## src/rtl/timer_input_ctrl_param.sv

```systemverilog
// timer_input_ctrl_param: keypad front-end for the microwave timer.
// Registers the raw key lines, picks the highest pressed key, debounces the
// press and the release, and shifts every accepted digit into an N-digit BCD
// entry register. In run mode a programmable divider produces the countdown
// tick on pgt_1Hz; in entry mode pgt_1Hz mirrors key_strobe.
// Optional build macro: TIMER_AUTOREPEAT_EN (auto-repeat of a held key).
module timer_input_ctrl_param #(
  parameter int DIGITS          = 4,
  parameter int DIV_RATIO       = 100,
  parameter int DEBOUNCE_CYCLES = 8,
  parameter int REPEAT_CYCLES   = 50
) (
  input  logic                        clock,
  input  logic                        clear_n,
  input  logic [9:0]                  keypad,
  input  logic                        enable_n,
  output logic [3:0]                  D,
  output logic                        load_n,
  output logic                        pgt_1Hz,
  output logic                        key_strobe,
  output logic [4*DIGITS-1:0]         digits_bcd,
  output logic [$clog2(DIGITS+1)-1:0] digit_count
);

  localparam int CNT_W = $clog2(DEBOUNCE_CYCLES + 1);
  localparam int DIV_W = $clog2(DIV_RATIO);
  localparam int DCW   = $clog2(DIGITS + 1);

  // reject illegal parameter values at elaboration
  if (DIGITS < 1 || DIV_RATIO < 2 || DEBOUNCE_CYCLES < 1 || REPEAT_CYCLES < 1) begin : g_bad_params
    $error("timer_input_ctrl_param: illegal parameter value");
  end

  typedef enum logic [1:0] {IDLE, DEBOUNCE, HELD} state_t;

  state_t             state, state_nx;
  logic [9:0]         kp_q;
  logic [3:0]         enc, code, code_nx;
  logic               valid;
  logic [CNT_W-1:0]   cnt, cnt_nx;
  logic               take;
  logic [DIV_W-1:0]   div_cnt;
  logic               tick;
  logic [4*DIGITS-1:0] shifted;

`ifdef TIMER_AUTOREPEAT_EN
  localparam int RPT_W = $clog2(REPEAT_CYCLES + 1);
  logic [RPT_W-1:0]   rpt, rpt_nx;
`endif

  // priority encoder on the registered keys: the highest index wins
  always_comb begin
    enc = 4'd0;
    for (int i = 0; i < 10; i++)
      if (kp_q[i]) enc = 4'(i);
  end

  assign valid  = |kp_q;
  assign load_n = (state != HELD);
  assign tick   = (div_cnt == DIV_W'(DIV_RATIO - 1));

  // entry register after accepting code_nx; a single digit is just replaced
  if (DIGITS == 1) begin : g_one
    assign shifted = code_nx;
  end else begin : g_many
    assign shifted = {digits_bcd[4*DIGITS-5:0], code_nx};
  end

  // next-state logic: debounce press, hold, debounce release
  always_comb begin
    state_nx = state;
    code_nx  = code;
    cnt_nx   = cnt;
    take     = 1'b0;
`ifdef TIMER_AUTOREPEAT_EN
    rpt_nx   = '0;
`endif
    case (state)
      IDLE: begin
        if (valid && !enable_n) begin
          code_nx = enc;
          if (DEBOUNCE_CYCLES == 1) begin
            take     = 1'b1;
            state_nx = HELD;
            cnt_nx   = '0;
          end else begin
            state_nx = DEBOUNCE;
            cnt_nx   = CNT_W'(1);
          end
        end
      end
      DEBOUNCE: begin
        if (enable_n || !valid) begin
          state_nx = IDLE;
          cnt_nx   = '0;
        end else begin
          if (enc == code) begin
            cnt_nx = cnt + CNT_W'(1);
          end else begin
            code_nx = enc;
            cnt_nx  = CNT_W'(1);
          end
          if (cnt_nx == CNT_W'(DEBOUNCE_CYCLES)) begin
            take     = 1'b1;
            state_nx = HELD;
            cnt_nx   = '0;
          end
        end
      end
      HELD: begin
        // cnt counts consecutive released cycles; any key restarts it
        if (enable_n) begin
          state_nx = IDLE;
          cnt_nx   = '0;
        end else if (valid) begin
          cnt_nx = '0;
`ifdef TIMER_AUTOREPEAT_EN
          if (enc == code) begin
            if (rpt == RPT_W'(REPEAT_CYCLES - 1)) take = 1'b1;
            else rpt_nx = rpt + RPT_W'(1);
          end
`endif
        end else if (cnt == CNT_W'(DEBOUNCE_CYCLES - 1)) begin
          state_nx = IDLE;
          cnt_nx   = '0;
        end else begin
          cnt_nx = cnt + CNT_W'(1);
        end
      end
      default: begin
        state_nx = IDLE;
        cnt_nx   = '0;
      end
    endcase
  end

  // FSM state, input register and debounce bookkeeping
  always_ff @(posedge clock) begin
    if (!clear_n) begin
      state <= IDLE;
      kp_q  <= '0;
      code  <= '0;
      cnt   <= '0;
`ifdef TIMER_AUTOREPEAT_EN
      rpt   <= '0;
`endif
    end else begin
      state <= state_nx;
      kp_q  <= keypad;
      code  <= code_nx;
      cnt   <= cnt_nx;
`ifdef TIMER_AUTOREPEAT_EN
      rpt   <= rpt_nx;
`endif
    end
  end

  // accepted digit: update D, shift the entry register, pulse the strobe
  always_ff @(posedge clock) begin
    if (!clear_n) begin
      D           <= '0;
      key_strobe  <= 1'b0;
      digits_bcd  <= '0;
      digit_count <= '0;
    end else begin
      key_strobe <= take;
      if (take) begin
        D          <= code_nx;
        digits_bcd <= shifted;
        if (digit_count != DCW'(DIGITS)) digit_count <= digit_count + DCW'(1);
      end
    end
  end

  // run-mode divider, held at zero in entry mode; registered pgt_1Hz select
  always_ff @(posedge clock) begin
    if (!clear_n) begin
      div_cnt <= '0;
      pgt_1Hz <= 1'b0;
    end else begin
      if (!enable_n)  div_cnt <= '0;
      else if (tick)  div_cnt <= '0;
      else            div_cnt <= div_cnt + DIV_W'(1);
      pgt_1Hz <= enable_n ? tick : take;
    end
  end

endmodule
```

## config.mk

```make
export PLATFORM = sky130hd
export DESIGN_NAME = timer_input_ctrl_param
export DESIGN_NICKNAME = d
export VERILOG_FILES = /design/src/rtl/timer_input_ctrl_param.sv
export SDC_FILE = /design/constraint.sdc
export NUM_CORES = 1
export LEC_CHECK = 0
export BUFFER_PORTS_ARGS = -buffer_cell sky130_fd_sc_hd__buf_2
export CORE_UTILIZATION = 50
export DETAILED_ROUTE_END_ITERATION = 6
export GPL_TIMING_DRIVEN = 0
export MAX_ROUTING_LAYER = met4
export PLACE_DENSITY = 0.75
export SETUP_SLACK_MARGIN = 0.2
export SYNTH_ARGS = -nofsm -noshare
export SYNTH_HDL_FRONTEND = slang
export SYNTH_SLANG_ARGS = --single-unit
export TNS_END_PERCENT = 30
```

## constraint.sdc

```tcl
create_clock -name clock -period 3.85 [get_ports clock]
set_input_delay 0.1925 -clock clock [delete_from_list [all_inputs] [get_ports clock]]
set_output_delay 0.1925 -clock clock [all_outputs]
set_load 0.05 [all_outputs]
```

==> impl_metrics.toml <==
[status]
run_status = "complete, no violations"

[sta]
finalSetupViolations = 0
finClkSkew_ns = 0.00622
setup_slack_ns = 1.59
timing.fmax_mhz = 443
final.setup.tns_ns = 0
slew_viol_final = 0
final_hold_violations = 0
max_slew_margin = 0.591
final.period_utilization = 0.587
tightest_slew_ns = 0.609
period_minus_slack_ns = 2.26
grt_setup_unrepaired = "false"

[placement]
preCtsSetupSlack_ns = 1.65
port-buffer-count = 38
gp_congestion = 0.858
dpl.hpwl_mm = 3.16

[yosys]
yosys_warnings = 0
synth_cell_type_count = 52
mappedNetlistArea_sq_um = 2170
syn_area_per_cell_sq_um = 9.00
synthFlopType = "dfxtp_1"
ys_seq_area_frac = 0.443
synthCells = 241
ys_seq_elements = 48
async_reset_ff_frac = 0
synth_enable_flop_cells = 0
synthesized_net_count = 258

[clock_network]
post_cts_hold_buffer_count = 0
cts_repair_resize_count = 0
register_clock_pin_slew_on_the_reported_worst_setup_and_hold_paths_ns = 0.09
post_cts_buffers = 0
cts_root_buf = "clkbuf_8"
tritoncts_num_sinks = 48
max-clock-path-buffers = 2
num_cts_buffers = 5
cts_tree = "yes"
htree_num_levels = 2
clkLatencyLatePin_ns = 0.30

[detailed_routing]
first_pass_iters = 6
detailroute.via_count = 1798
ant_nets = 0
drt-total-wl_mm = 4.36
initialDrtViolationCount = 86
number_of_remaining_drc_errors = 0
vias_per_cell = 5.34
detail_route.wl_per_cell_microns = 12.9

[global_route]
gr-usage-met1 = 0.242
global_route.peak_usage_layer = "met2"
grt_util_met2 = 0.353
grt_antenna_before_repair = 0
grt.total_usage = 0.207
grt_start_max_net_pins = 17
grt_remaining_overflow = 0
grt_first_pass_wirelength_mm = 6.85
globalRouteMet3Util = 0.0450
first_global_vias = 1577

[worst_setup_path]
regToRegEndpoint = "digit_count[2]$_SDFFE_PN0P_"
endpoint_class_of_the_critical_path = "flip-flop"
reg2reg_setup_slack_ns = 1.59
worst_setup_path_endpoint = "digit_count[2]$_SDFFE_PN0P_"
arrival_ns = 2.43
worstSetupStartpoint = "kp_q[5]$_SDFF_PN0_"
startpoint_type = "flip-flop"
required_time_at_the_worst_slack_endpoint_ns = 4.02
path_max_fanout = 10
critical_path_class = "flip-flop to flip-flop"
worstRegToRegCells = 7
r2r_start = "kp_q[5]$_SDFF_PN0_"

[floorplanning]
fp.dieArea_sq_um = 4600
core_sq_um = 4090
die-width_microns = 67.9
rows = 23
initial_core_util = 0.531
design.portCount = 39
die_height_microns = 67.9

[final_layout]
finalNetCount = 303
layout-area-overhead-vs-synth_pct = 18.0
final_layout_size_suffix_gt1_frac = 0.240
diodes = 0

[power_and_ir_drop]
power_leakage_nw = 1.03
irDropWorstVdd_mv = 0.294
power_per_cell_area_nw_per_um2 = 403

[hold_path]
hold_path_class = "input port to flip-flop"

[flow_run]
drv_cap = 0
==> cell usage in the layout, fill, tap and decap left out, types with 7 or more instances in the layout <==
cell type and instances:
nor2_1 22, and2_1 11, nand2_1 18, clkbuf_1 7, buf_2 40, dfxtp_1 48
nand3_1 22, a21oi_1 12, inv_1 7, o21ai_0 19
==> per-stage QoR <==
step / area (sq um) / util / instances / hold slack [ns] / total power [mW]
finish: 2560 / 0.626 / 337 / 0.0893 / 1.03
detailed placement: 2420 / 0.592 / 329 / 0.401 / 0.610
floorplan: 2170 / - / 241 / 0.320 / 0.587
global placement: 2420 / 0.592 / 329 / 0.399 / 0.608
global route: 2560 / 0.626 / 337 / 0.0822 / 1.07
CTS: 2560 / 0.626 / 337 / 0.0854 / 1.04
==> kinds of logic after synthesis <==
group	Yosys count	synth area share
multiplexers	3	0.0167
buffers and inverters	21	0.0479
adder cells (fa/ha/maj)	4	0.0231
AND/OR/NAND/NOR	103	0.263
XOR/XNOR	8	0.0323
AO/OA/AOI/OAI	54	0.174
flip-flops	48	0.443
==> where the power goes <==
part | internal [mW] | total [mW] | switching (mW)
registers | 0.508 | 0.521 | 0.0134
clock network | 0.261 | 0.432 | 0.171
logic | 0.0325 | 0.0784 | 0.0459
total | 0.801 | 1.03 | 0.230
==> Yosys cell counts, types with 3 or more instances <==
cell type | instances | area (sq um)
a21oi_1 | 12 | 60.1
and2_1 | 11 | 68.8
buf_4 | 4 | 30.0
clkbuf_1 | 7 | 26.3
dfxtp_1 | 48 | 961
ha_1 | 4 | 50.1
inv_1 | 7 | 26.3
nand2_1 | 18 | 67.6
nand2b_1 | 4 | 25.0
nand3_1 | 22 | 110
nand3b_1 | 3 | 22.5
nand4_1 | 4 | 25.0
nor2_1 | 22 | 82.6
nor3_1 | 3 | 15.0
o21ai_0 | 19 | 95.1
o31ai_1 | 3 | 22.5
xnor2_1 | 5 | 43.8
xor2_1 | 3 | 26.3
==> routing by layer <==
layer / vias up / share of wire
met5: - / 0
met1: 822 / 0.48
li1: 942 / -
met3: 4 / 0.036
met4: 0 / 0.0085
met2: 30 / 0.47
==> registers in the layout, summed over array words and instances (netlist names) <==
name	flops
digits_bcd	13
kp_q	10
div_cnt	7
cnt	4
code	4
D	3
digit_count	3
state	2
key_strobe	1
pgt_1Hz	1
==> final cells by class <==
| class | instances | area (sq um) |
|---|---|---|
| inverter | 7 | 26.3 |
| timing repair buffer | 38 | 190 |
| clock buffer | 5 | 68.8 |
| multi-input combinational | 172 | 1100 |
| tap | 50 | 62.6 |
| clock inverter | 3 | 68.8 |
| fill | 362 | 1530 |
| buffer | 14 | 77.6 |
| sequential | 48 | 961 |
==> critical path, stage by stage, from the launching register on <==
cell and delay, ns:
dfxtp_1 0.44, nor2_1 0.08, a211o_1 0.31, a311oi_1 0.57, nand4_1 0.20, buf_2 0.23
nor3b_2 0.21, a211oi_2 0.09
==> how the worst min path moves through the flow <==
stage,start,end,slack [ns],depth (start not counted)
after detailed placement,keypad[5],kp_q[5]$_SDFF_PN0_,0.40,2
after floorplan,keypad[0],kp_q[0]$_SDFF_PN0_,0.32,1
after global placement,keypad[6],kp_q[6]$_SDFF_PN0_,0.40,2
after global routing,keypad[1],kp_q[1]$_SDFF_PN0_,0.08,2
after CTS,keypad[6],kp_q[6]$_SDFF_PN0_,0.09,2
final,keypad[3],kp_q[3]$_SDFF_PN0_,0.09,2
No activity file was read; power rests on OpenSTA's default activity.
